==> src/rtl/image_scatter_ctrl.sv <==
// Scatter-write sequencer: streams one image segment into image_mem at strided
// addresses per `next`. Define IMAGE_SCATTER_PEND_EN to queue one early `next`.
module image_scatter_ctrl #(
  parameter int CFG_DWIDTH   = 32,
  parameter int CFG_AWIDTH   = 5,
  parameter int DEPTH_NB     = 16,
  parameter int IMG_WIDTH    = 16,
  parameter int MEM_AWIDTH   = 16,
  parameter int CFG_IW_IMG_W = 0,
  parameter int CFG_IW_START = 1,
  parameter int CFG_IW_STEP  = 2
) (
  input  logic                          clk,
  input  logic                          rst,
  input  logic [CFG_DWIDTH-1:0]         cfg_data,
  input  logic [CFG_AWIDTH-1:0]         cfg_addr,
  input  logic                          cfg_valid,
  input  logic                          next,
  output logic                          busy,
  output logic                          done,
  input  logic [IMG_WIDTH*DEPTH_NB-1:0] str_img_bus,
  input  logic                          str_img_val,
  output logic                          str_img_rdy,
  output logic                          wr_val,
  output logic [MEM_AWIDTH-1:0]         wr_addr,
  output logic [IMG_WIDTH*DEPTH_NB-1:0] wr_data
);

  typedef enum logic [1:0] {IDLE, LOAD, RUN, DONE} state_t;

  state_t state;

  logic [16:0]           sh_img_w, sh_img_h, sh_step_p, sh_step_r;
  logic [15:0]           sh_start;
  logic [16:0]           img_w, img_h, col_cnt, row_cnt;
  logic [MEM_AWIDTH-1:0] step_p, step_r, ptr, row_base;
  logic                  accept, col_last, seg_last, start_seg, pend_now;

  // NOTE: shadow config and the write-data pipe hold no control state, so
  // they are left out of reset and stay plain enable flops.
  always_ff @(posedge clk) begin
    if (cfg_valid) begin
      if (cfg_addr == CFG_AWIDTH'(CFG_IW_IMG_W)) begin
        sh_img_w <= {1'b0, cfg_data[15:0]} + 17'd1;
      end
      if (cfg_addr == CFG_AWIDTH'(CFG_IW_START)) begin
        sh_start <= cfg_data[31:16];
        sh_img_h <= {1'b0, cfg_data[15:0]} + 17'd1;
      end
      if (cfg_addr == CFG_AWIDTH'(CFG_IW_STEP)) begin
        sh_step_p <= {1'b0, cfg_data[31:16]} + 17'd1;
        sh_step_r <= {1'b0, cfg_data[15:0]} + 17'd1;
      end
    end
  end

  always_ff @(posedge clk) begin
    if (accept) wr_data <= str_img_bus;
  end

  assign accept    = str_img_val & str_img_rdy;
  assign col_last  = (col_cnt == img_w - 17'd1);
  assign seg_last  = col_last && (row_cnt == img_h - 17'd1);
  assign start_seg = ((state == IDLE) && next) || ((state == DONE) && pend_now);

`ifdef IMAGE_SCATTER_PEND_EN
  logic pend;

  // A next seen in DONE restarts directly, so it never needs to be stored.
  assign pend_now = pend | next;

  always_ff @(posedge clk or negedge rst) begin
    if (!rst) begin
      pend <= 1'b0;
    end else if (state == DONE) begin
      pend <= 1'b0;
    end else if (next && (state != IDLE)) begin
      pend <= 1'b1;
    end
  end
`else
  assign pend_now = 1'b0;
`endif

  // NOTE: all state uses non-blocking assignment so every update below reads
  // the pre-edge values, independent of statement order.
  always_ff @(posedge clk or negedge rst) begin
    if (!rst) begin
      state       <= IDLE;
      busy        <= 1'b0;
      done        <= 1'b0;
      str_img_rdy <= 1'b0;
      wr_val      <= 1'b0;
      wr_addr     <= '0;
      img_w       <= '0;
      img_h       <= '0;
      step_p      <= '0;
      step_r      <= '0;
      col_cnt     <= '0;
      row_cnt     <= '0;
      ptr         <= '0;
      row_base    <= '0;
    end else begin
      wr_val <= accept;
      done   <= 1'b0;

      if (accept) begin
        wr_addr <= ptr;
        if (!col_last) begin
          col_cnt <= col_cnt + 17'd1;
          ptr     <= ptr + step_p;
        end else begin
          col_cnt  <= '0;
          row_cnt  <= row_cnt + 17'd1;
          row_base <= row_base + step_r;
          ptr      <= row_base + step_r;
        end
        if (seg_last) begin
          state       <= DONE;
          str_img_rdy <= 1'b0;
          done        <= 1'b1;
          busy        <= pend_now;
        end
      end

      // Geometry is captured on the edge that sees next, so a config write in
      // that same cycle only reaches the following segment.
      if (start_seg) begin
        state    <= LOAD;
        busy     <= 1'b1;
        img_w    <= sh_img_w;
        img_h    <= sh_img_h;
        step_p   <= MEM_AWIDTH'(sh_step_p);
        step_r   <= MEM_AWIDTH'(sh_step_r);
        col_cnt  <= '0;
        row_cnt  <= '0;
        row_base <= MEM_AWIDTH'(sh_start);
        ptr      <= MEM_AWIDTH'(sh_start);
      end else if (state == LOAD) begin
        state       <= RUN;
        str_img_rdy <= 1'b1;
      end else if (state == DONE) begin
        state <= IDLE;
        busy  <= 1'b0;
      end
    end
  end

endmodule
==> config.mk <==
export PLATFORM = sky130hd
export DESIGN_NAME = image_scatter_ctrl
export DESIGN_NICKNAME = d
export VERILOG_FILES = /design/src/rtl/image_scatter_ctrl.sv
export SDC_FILE = /design/constraint.sdc
export NUM_CORES = 1
export LEC_CHECK = 0
export CORE_AREA = 5 5 220 222
export DETAILED_ROUTE_END_ITERATION = 16
export DIE_AREA = 0 0 225 227
export GPL_ROUTABILITY_DRIVEN = 0
export PLACE_DENSITY_LB_ADDON = 0.1
export SLEW_MARGIN = 30
export SYNTH_ARGS = -nofsm -noshare
export SYNTH_HDL_FRONTEND = slang
export SYNTH_SLANG_ARGS = --single-unit
==> constraint.sdc <==
create_clock -name clk -period 14.4 [get_ports clk]
set_input_delay 1.44 -clock clk [delete_from_list [all_inputs] [get_ports clk]]
set_output_delay 1.44 -clock clk [all_outputs]
set_load 0.05 [all_outputs]
After elaboration in Yosys (flattened, before gate mapping)
Index checks and enable logic that the tools add are counted.
- input bits: 298
- register bits after elaboration: 492
- word-level logic and storage cells: 76
- output and inout bits: 276
- eq/ne operators: 6
- bitwise logic cells: 1
- mux-type cells: 28
- reduce and logical (&&, ||, !) cells: 13
- add/subtract/negate cells: 8
- operators with widths (operator ; count):
    17-bit 2-to-1 mux ; 6
    16-bit 2-to-1 mux ; 6
    17-bit by 1-bit adder with 17-bit output (second input constant) ; 2
    17-bit == test ; 2
    17-bit by 1-bit subtractor with 17-bit output (second input constant) ; 2
    16-bit adder ; 2
    16-bit by 1-bit adder with 17-bit output (second input constant) ; 1
    16-bit by 1-bit adder with 16-bit output (second input constant) ; 1
    1-bit 2-to-1 mux ; 11
    2-bit 2-to-1 mux ; 5
    2-bit AND reduction ; 5
    4-bit nonzero test ; 2
    5-bit by 1-bit == test with 1-bit output (second input constant) ; 1
    5-bit by 2-bit == test with 1-bit output (second input constant) ; 1
    5-bit zero test ; 1
    2-bit nonzero test ; 2
    2-bit by 1-bit == test with 1-bit output (second input constant) ; 1
    2-bit == test (second input constant) ; 1
    1-bit logical AND ; 2
    2-bit zero test ; 1
    1-bit bitwise AND ; 1

Longest topological paths before layout
Gate-level depths: netlist of the first run.
- depth after elaboration: 8
- depth in mapped cells: 12
- depth with buffers taken out: 11

Worst setup path before layout of the first run
OpenSTA, ideal clock, no wires.
- path kind: input-to-reg
- from: input str_img_val
- to: register wr_val
- setup time: 0.902 ns
- setup slack: 4.687 ns
- data arrival time: 8.811 ns
- stages on the path: 3
- path buffers: 1
- required time: 13.498 ns
- path through: nand2_1 clkinv_1 clkbuf_1
- longest elaborated chain between the ends: 1
- RTL lines (what ; RTL line ; source):
    start, declared ; 22 ; input logic str_img_val,
    1-bit bitwise AND ; 61 ; assign accept = str_img_val & str_img_rdy;
    named net accept ; 37 ; logic accept, col_last, seg_last, start_seg, pend_now;
    end signal, assigned ; 104 ; wr_val <= accept;
    end, declared ; 24 ; output logic wr_val,
The timed path passes the listed nets, and every way through them passes these cells.
A chain may end at the register's enable or synchronous reset.

Worst setup path in the final report of the first run
- from: register img_w[0]
- to: register row_cnt[7]
- longest elaborated chain between the ends: 4
- RTL lines (what ; RTL line ; source):
    start, declared ; 35 ; logic [16:0] img_w, img_h, col_cnt, row_cnt;
    start signal, assigned ; 131 ; img_w <= sh_img_w;
    17-bit by 1-bit subtractor with 17-bit output ; 62 ; assign col_last = (col_cnt == img_w - 17'd1);
    17-bit == test ; 62 ;
    2-bit nonzero test (no line) ; - ;
    2-bit AND reduction (no line) ; - ;
    end signal, assigned ; 114 ; row_cnt <= row_cnt + 17'd1;
    end, declared ; 35 ;
Every way passes these cells.

==> results.ini, run 1 <==
[clocking]
clock_latency_ns=0.61
cts_tree=built
numCtsBuffers=52
htreeDepth=2
cts.sinks=492
clock_tree.root_cell=clkbuf_16
clkTransAtPathRegs_ns=0.06
hold_buffers=0
post_cts_buffers=0
cts.path.max_buffers=3
cts_resized=0

[power_and_ir_drop]
p_total_w=0.005467
p_comb_share_pct=38.2
p_clk_share_pct=23.9
p_switching_w=0.002119
seqPwrFrac_pct=37.9
ir_drop_mv=0.1792
power.internal_w=0.003348
power_density_nw_per_um2=195.3
switching_share_pct=38.77
p_leak_nw=10.71

[critical_path]
worst-r2r-setup-slack_ns=10.24
worst_r2r_path_depth=10
r2r_end=row_cnt[7]
cp_max_fo=20
critPathKind=reg -> reg
rr_startpoint=img_w[0]
end_kind=flip-flop
critical_path_arrival_ns=4.67
worstPathRequired_ns=14.90
crit_end=row_cnt[7]
critPathLaunchType=flip-flop
startpoint=img_w[0]

[status]
outcome=completed

[yosys]
synth_top_area_share_pct=51.00
ys_types=69
synth-edff-count=338
synthArstFlopShare_pct=31.30
ys_seq_elements=492
syn_inst=1502
synth.avg_cell_area_sq_um=13.25
yosysWarningCount=0
syn_nets=1838
yosysSeqAreaShare_pct=70.37
synthTopCellsByArea=edfxtp_1 (51%), dfrtp_1 (19%), nand2_1 (5.7%)
dominantRegCellSynth=edfxtp_1
synth_area_leader_cell=edfxtp_1
syn-cell-area_sq_um=19900

[global_routing]
grt_pass1_wl_microns=100400
grt_overflow=0
antenna_found_initial=16
first_global_vias=13910
grtUsageTotal_pct=27.00
grt_max_degree=190

[finish]
drive_gt1_share_pct=5.391
layout_common_cells=clkdlybuf4s50_1 (572), edfxtp_1 (338), nand2_1 (300)
final_common_cell=clkdlybuf4s50_1
nets=2425
num-fill-cells=3713
area.growth.synth_to_final_pct=40.65
fin_area_sq_um=27990
fin_util_pct=60.63

[placed_design]
numPortBuffers=573
dp_hpwl_microns=55170
dpl-instance-area_sq_um=26300

[sta]
max_freq_mhz=240.1
finalClockSkew_ns=0.02023
min_period_ns=4.165
tns_ns=0
whs_ns=0.4287
fin_crit_sh_pct=28.92
tightest_slew_ns=0.8447
worst_slew_margin_rel_pct=43.69
setup_violations=0
hold_violations=0
rsz0062_at_grt=false
finalMaxSlewViolations=0

[route]
vias_per_cell=5.403
drc_errors=0
drt_iter0_markers=1416
wire_per_inst_microns=26.39
ant_nets=0
wl_microns=72420
vias=14830
firstDrtPassIters=6

[floorplanning]
start_util_pct=43.11
rows=79
chipHeight_microns=227
die_area_sq_um=51080
pin_count=574
die_w_microns=225
coreArea_sq_um=46160

[job]
maxCapViolCount=0

[hold_path]
min_path_type=reg -> reg

## cell usage after synthesis (all sizes together) (22+ instances only)
cell type  instances
inv               30
xnor2             64
o21ai             40
edfxtp           338
dfrtp            154
xor2              26
a21oi             60
mux2i             23
a31oi             22
nand2            301
nor2              56
ha                36
clkbuf            40
nand3             36
nor3              28
## worst min-delay path by stage
stage | start | end | slack [ns] | cells past startpoint
after floorplan | sh_img_h[10] | img_h[10] | 0.41 | 2
after global placement | sh_img_h[14] | img_h[14] | 0.42 | 2
after detailed placement | sh_img_h[7] | img_h[7] | 0.42 | 2
after CTS | sh_step_p[15] | step_p[15] | 0.42 | 2
after global routing | sh_img_h[7] | img_h[7] | 0.45 | 2
final | sh_step_r[9] | step_r[9] | 0.43 | 2
## area by class of cell
type / instances / area, sq um / area share (%)
sequential: 492 / 14000 / 50.03
timing repair buffer: 584 / 5854 / 20.92
multi-input combinational: 928 / 5597 / 20.00
clock buffer: 77 / 1478 / 5.279
tap: 607 / 759.5 / 2.713
clock inverter: 21 / 163.9 / 0.5856
inverter: 31 / 123.9 / 0.4426
antenna: 4 / 10.01 / 0.03576
## per-layer routing
| metal | global-route usage [%] | vias up | wire length, microns |
|---|---|---|---|
| met5 | 0 | - | 125 |
| met4 | 5.402 | 18 | 1357 |
| met3 | 7.054 | 98 | 6093 |
| met2 | 41.96 | 597 | 33400 |
| met1 | 39.05 | 7442 | 31440 |
| li1 | - | 6670 | - |
## state kept, by name, indices dropped and copies added, names as in the netlist, 16 cells and up
signal,cells
wr_data,256
col_cnt,17
img_h,17
img_w,17
row_cnt,17
sh_img_h,17
sh_img_w,17
ptr,16
row_base,16
sh_start,16
sh_step_p,16
sh_step_r,16
step_p,16
step_r,16
wr_addr,16
## power groups by stage
| stage | clock network (W) | registers (W) | logic (W) |
|---|---|---|---|
| floorplan | 0 | 0.00250 | 0.000992 |
| global placement | 0 | 0.00209 | 0.00205 |
| detailed placement | 0 | 0.00209 | 0.00207 |
| CTS | 0.00133 | 0.00207 | 0.00208 |
| global route | 0.00139 | 0.00210 | 0.00224 |
| finish | 0.00130 | 0.00207 | 0.00209 |
## through the flow
step / std cells / setup WS, ns
2_1_floorplan: 1502 / 4.687
3_3_place_gp: 2641 / 9.696
3_5_place_dp: 2641 / 9.637
4_1_cts: 2739 / 10.05
5_1_grt: 2741 / 9.972
6_report: 2744 / 10.24
## worst max-delay path, stage by stage, from the launching register on
cell and delay (ns):
dfrtp_1 0.43, inv_1 0.10, ha_1 0.21, nor3b_1 0.46
nand3_1 0.28, or3_1 0.41, a21boi_0 0.16, a211oi_1 0.69
nand3_2 0.59, or4_1 0.59, a21oi_1 0.16
## kinds of logic after synthesis
group	count (synthesis)	synth area share, %
DFF	492	70.37
adders and majority gates	38	2.465
and+or+nand+nor	549	12.77
muxes	29	1.496
AOI/OAI and AO/OA	222	7.281
buffers and inverters	82	1.660
xor gates and xnor gates	90	3.961
Power figures use the tool's default switching activity.
==> inputs of run 2 (changes only) <==
Settings changed: CORE_AREA 5 5 220 222 to not set, CORE_MARGIN set to 5, CORE_UTILIZATION set to 43, DIE_AREA 0 0 225 227 to not set.
Clock period 14.4 ns to 3.78 ns, I/O delays scaled along.
==> results.ini, run 2 (synthesis results as in run 1) <==
[finish]
area.growth.synth_to_final_pct=41.87  ; was 40.65%
fin_util_pct=61.94  ; was 60.63%
num-fill-cells=3573  ; was 3713
final_common_cell=clkdlybuf4s50_1  ; unchanged
layout_common_cells=clkdlybuf4s50_1 (572), edfxtp_1 (338), nand2_1 (300)  ; unchanged
regArea_sq_um=14000  ; unchanged
nets=2440  ; was 2425
regMostFlops=wr_data  ; unchanged
multiInputGateArea_sq_um=5603  ; was 5597 sq um
drive_gt1_share_pct=6.192  ; was 5.391%
largest_reg_flops=256  ; unchanged

[global_routing]
grt_pass1_wl_microns=101100  ; was 100400 microns
antenna_found_initial=12  ; was 16
grt_max_degree=95  ; was 190
first_global_vias=14190  ; was 13.91k
grtUsageTotal_pct=27.26  ; was 27.00%
grt_overflow=0  ; unchanged

[clocking]
clock_latency_ns=0.60  ; was 0.61 ns
numCtsBuffers=52  ; unchanged
cts.sinks=492  ; unchanged
cts_tree=built  ; unchanged
htreeDepth=2  ; unchanged
clkTransAtPathRegs_ns=0.06  ; about the same
hold_buffers=1  ; was 0
post_cts_buffers=0  ; unchanged
cts.path.max_buffers=3  ; unchanged
cts_resized=0  ; unchanged
clock_tree.root_cell=clkbuf_16  ; unchanged

[hold_path]
hold_depth=1  ; was 2
min-delay-start=str_img_bus[70]  ; was sh_step_r[9]
hold-path-endpoint=wr_data[70]  ; was step_r[9]
min_path_type=in -> reg  ; was reg -> reg

[critical_path]
worst_r2r_path_depth=8  ; was 10
cp_max_fo=9  ; was 20
critPathKind=reg -> reg  ; unchanged
critical_path_arrival_ns=3.92  ; was 4.67 ns
rr_startpoint=img_w[2]  ; was img_w[0]
worstPathRequired_ns=4.22  ; was 14.90 ns
end_kind=flip-flop  ; unchanged
r2r_end=busy  ; was row_cnt[7]
critPathLaunchType=flip-flop  ; unchanged
worst-r2r-setup-slack_ns=0.30  ; was 10.24 ns
startpoint=img_w[2]  ; was img_w[0]

[power_and_ir_drop]
p_total_w=0.02107  ; was 0.005467 W
p_switching_w=0.008084  ; was 0.002119 W
power_density_nw_per_um2=746.4  ; was 195.3 nW/um^2
ir_drop_mv=0.5519  ; was 0.1792 mV
switching_share_pct=38.36  ; was 38.77%
p_leak_nw=10.84  ; was 10.71 nW
p_clk_share_pct=24.6  ; was 23.9%
p_comb_share_pct=38.1  ; was 38.2%
power.internal_w=0.01299  ; was 0.003348 W
seqPwrFrac_pct=37.3  ; was 37.9%

[sta]
max_freq_mhz=287.4  ; was 240.1 MHz
min_period_ns=3.479  ; was 4.165 ns
finalMaxSlewViolations=0  ; unchanged
rsz0062_at_grt=false  ; unchanged
tns_ns=0  ; unchanged
worst_slew_margin_rel_pct=36.96  ; was 43.69%
finalClockSkew_ns=0.02530  ; was 0.02023 ns
hold_violations=0  ; unchanged
tightest_slew_ns=0.9426  ; was 0.8447 ns
fin_crit_sh_pct=92.04  ; was 28.92%
setup_violations=0  ; unchanged

[floorplanning]
pin_count=574  ; unchanged
chipHeight_microns=225.1  ; was 227 microns
rows=78  ; was 79
die_area_sq_um=50680  ; was 51080 sq um
start_util_pct=43.66  ; was 43.11%
coreArea_sq_um=45580  ; was 46160 sq um
die_w_microns=225.1  ; was 225 microns

[route]
ant_nets=0  ; unchanged
wl_microns=72380  ; was 72420 microns
drt_iter0_markers=1521  ; was 1416
wire_per_inst_microns=26.23  ; was 26.39 microns
vias_per_cell=5.393  ; was 5.403
drc_errors=0  ; unchanged
firstDrtPassIters=5  ; was 6
vias=14890  ; was 14.83k

[placed_design]
numPortBuffers=573  ; unchanged
dp_hpwl_microns=55000  ; was 55170 microns

[status]
outcome=completed  ; unchanged

[job]
maxCapViolCount=0  ; unchanged

==> run 2: final cells by class <==
| cell class | instances | area share, % |
|---|---|---|
| clock inverters | 32 | 1.024 |
| clock buffers | 66 | 5.128 |
| repair buffers | 599 | 21.20 |
| flip-flops and latches | 492 | 49.60 |
| well taps | 600 | 2.659 |
| multi-input cells | 928 | 19.85 |
| diodes | 12 | 0.1064 |
| inverters | 31 | 0.4388 |
==> run 2: power by group through the flow <==
stage | logic [W] | registers (W) | clock network (W)
floorplan | 0.00377 | 0.00940 | 0
global placement | 0.00788 | 0.00791 | 0
detailed placement | 0.00799 | 0.00793 | 0
CTS | 0.00803 | 0.00785 | 0.00528
global route | 0.00862 | 0.00798 | 0.00552
finish | 0.00802 | 0.00787 | 0.00519
==> run 2: layer usage <==
layer	wire length [microns]	GRT usage [%]
met1	32040	40.47
met2	32760	41.45
met3	6232	6.760
met4	1313	5.369
met5	32	0
==> run 2: worst max-delay path by stage <==
| stage | to | slack [ns] | depth (start not counted) |
|---|---|---|---|
| finish | busy | 0.30 | 8 |
| global route | busy | 0.18 | 8 |
| CTS | row_cnt[7] | 0.36 | 8 |
| detailed placement | busy | 0.35 | 8 |
| global placement | row_cnt[3] | 0.41 | 8 |
| floorplan | wr_data[0] | 0.41 | 3 |
==> run 2: critical path: stages (launching register included) <==
cell and delay [ns]:
dfrtp_1 0.46, or4_1 0.59, or4_4 0.48, or3_4 0.41, a2111oi_4 0.46, buf_4 0.20
nand2_1 0.09, nor4_1 0.49, o21ai_0 0.14
==> run 2: per-stage QoR <==
step	area, sq um	cells	setup slack [ns]	hold slack [ns]
after CTS	28200	2748	0.3617	0.2922
after detailed placement	26460	2649	0.3504	0.4227
final	28230	2760	0.3009	0.3289
after global placement	26460	2649	0.4105	0.4193
after floorplan	19910	1502	0.4068	0.08241
after global routing	28200	2749	0.1842	0.2967
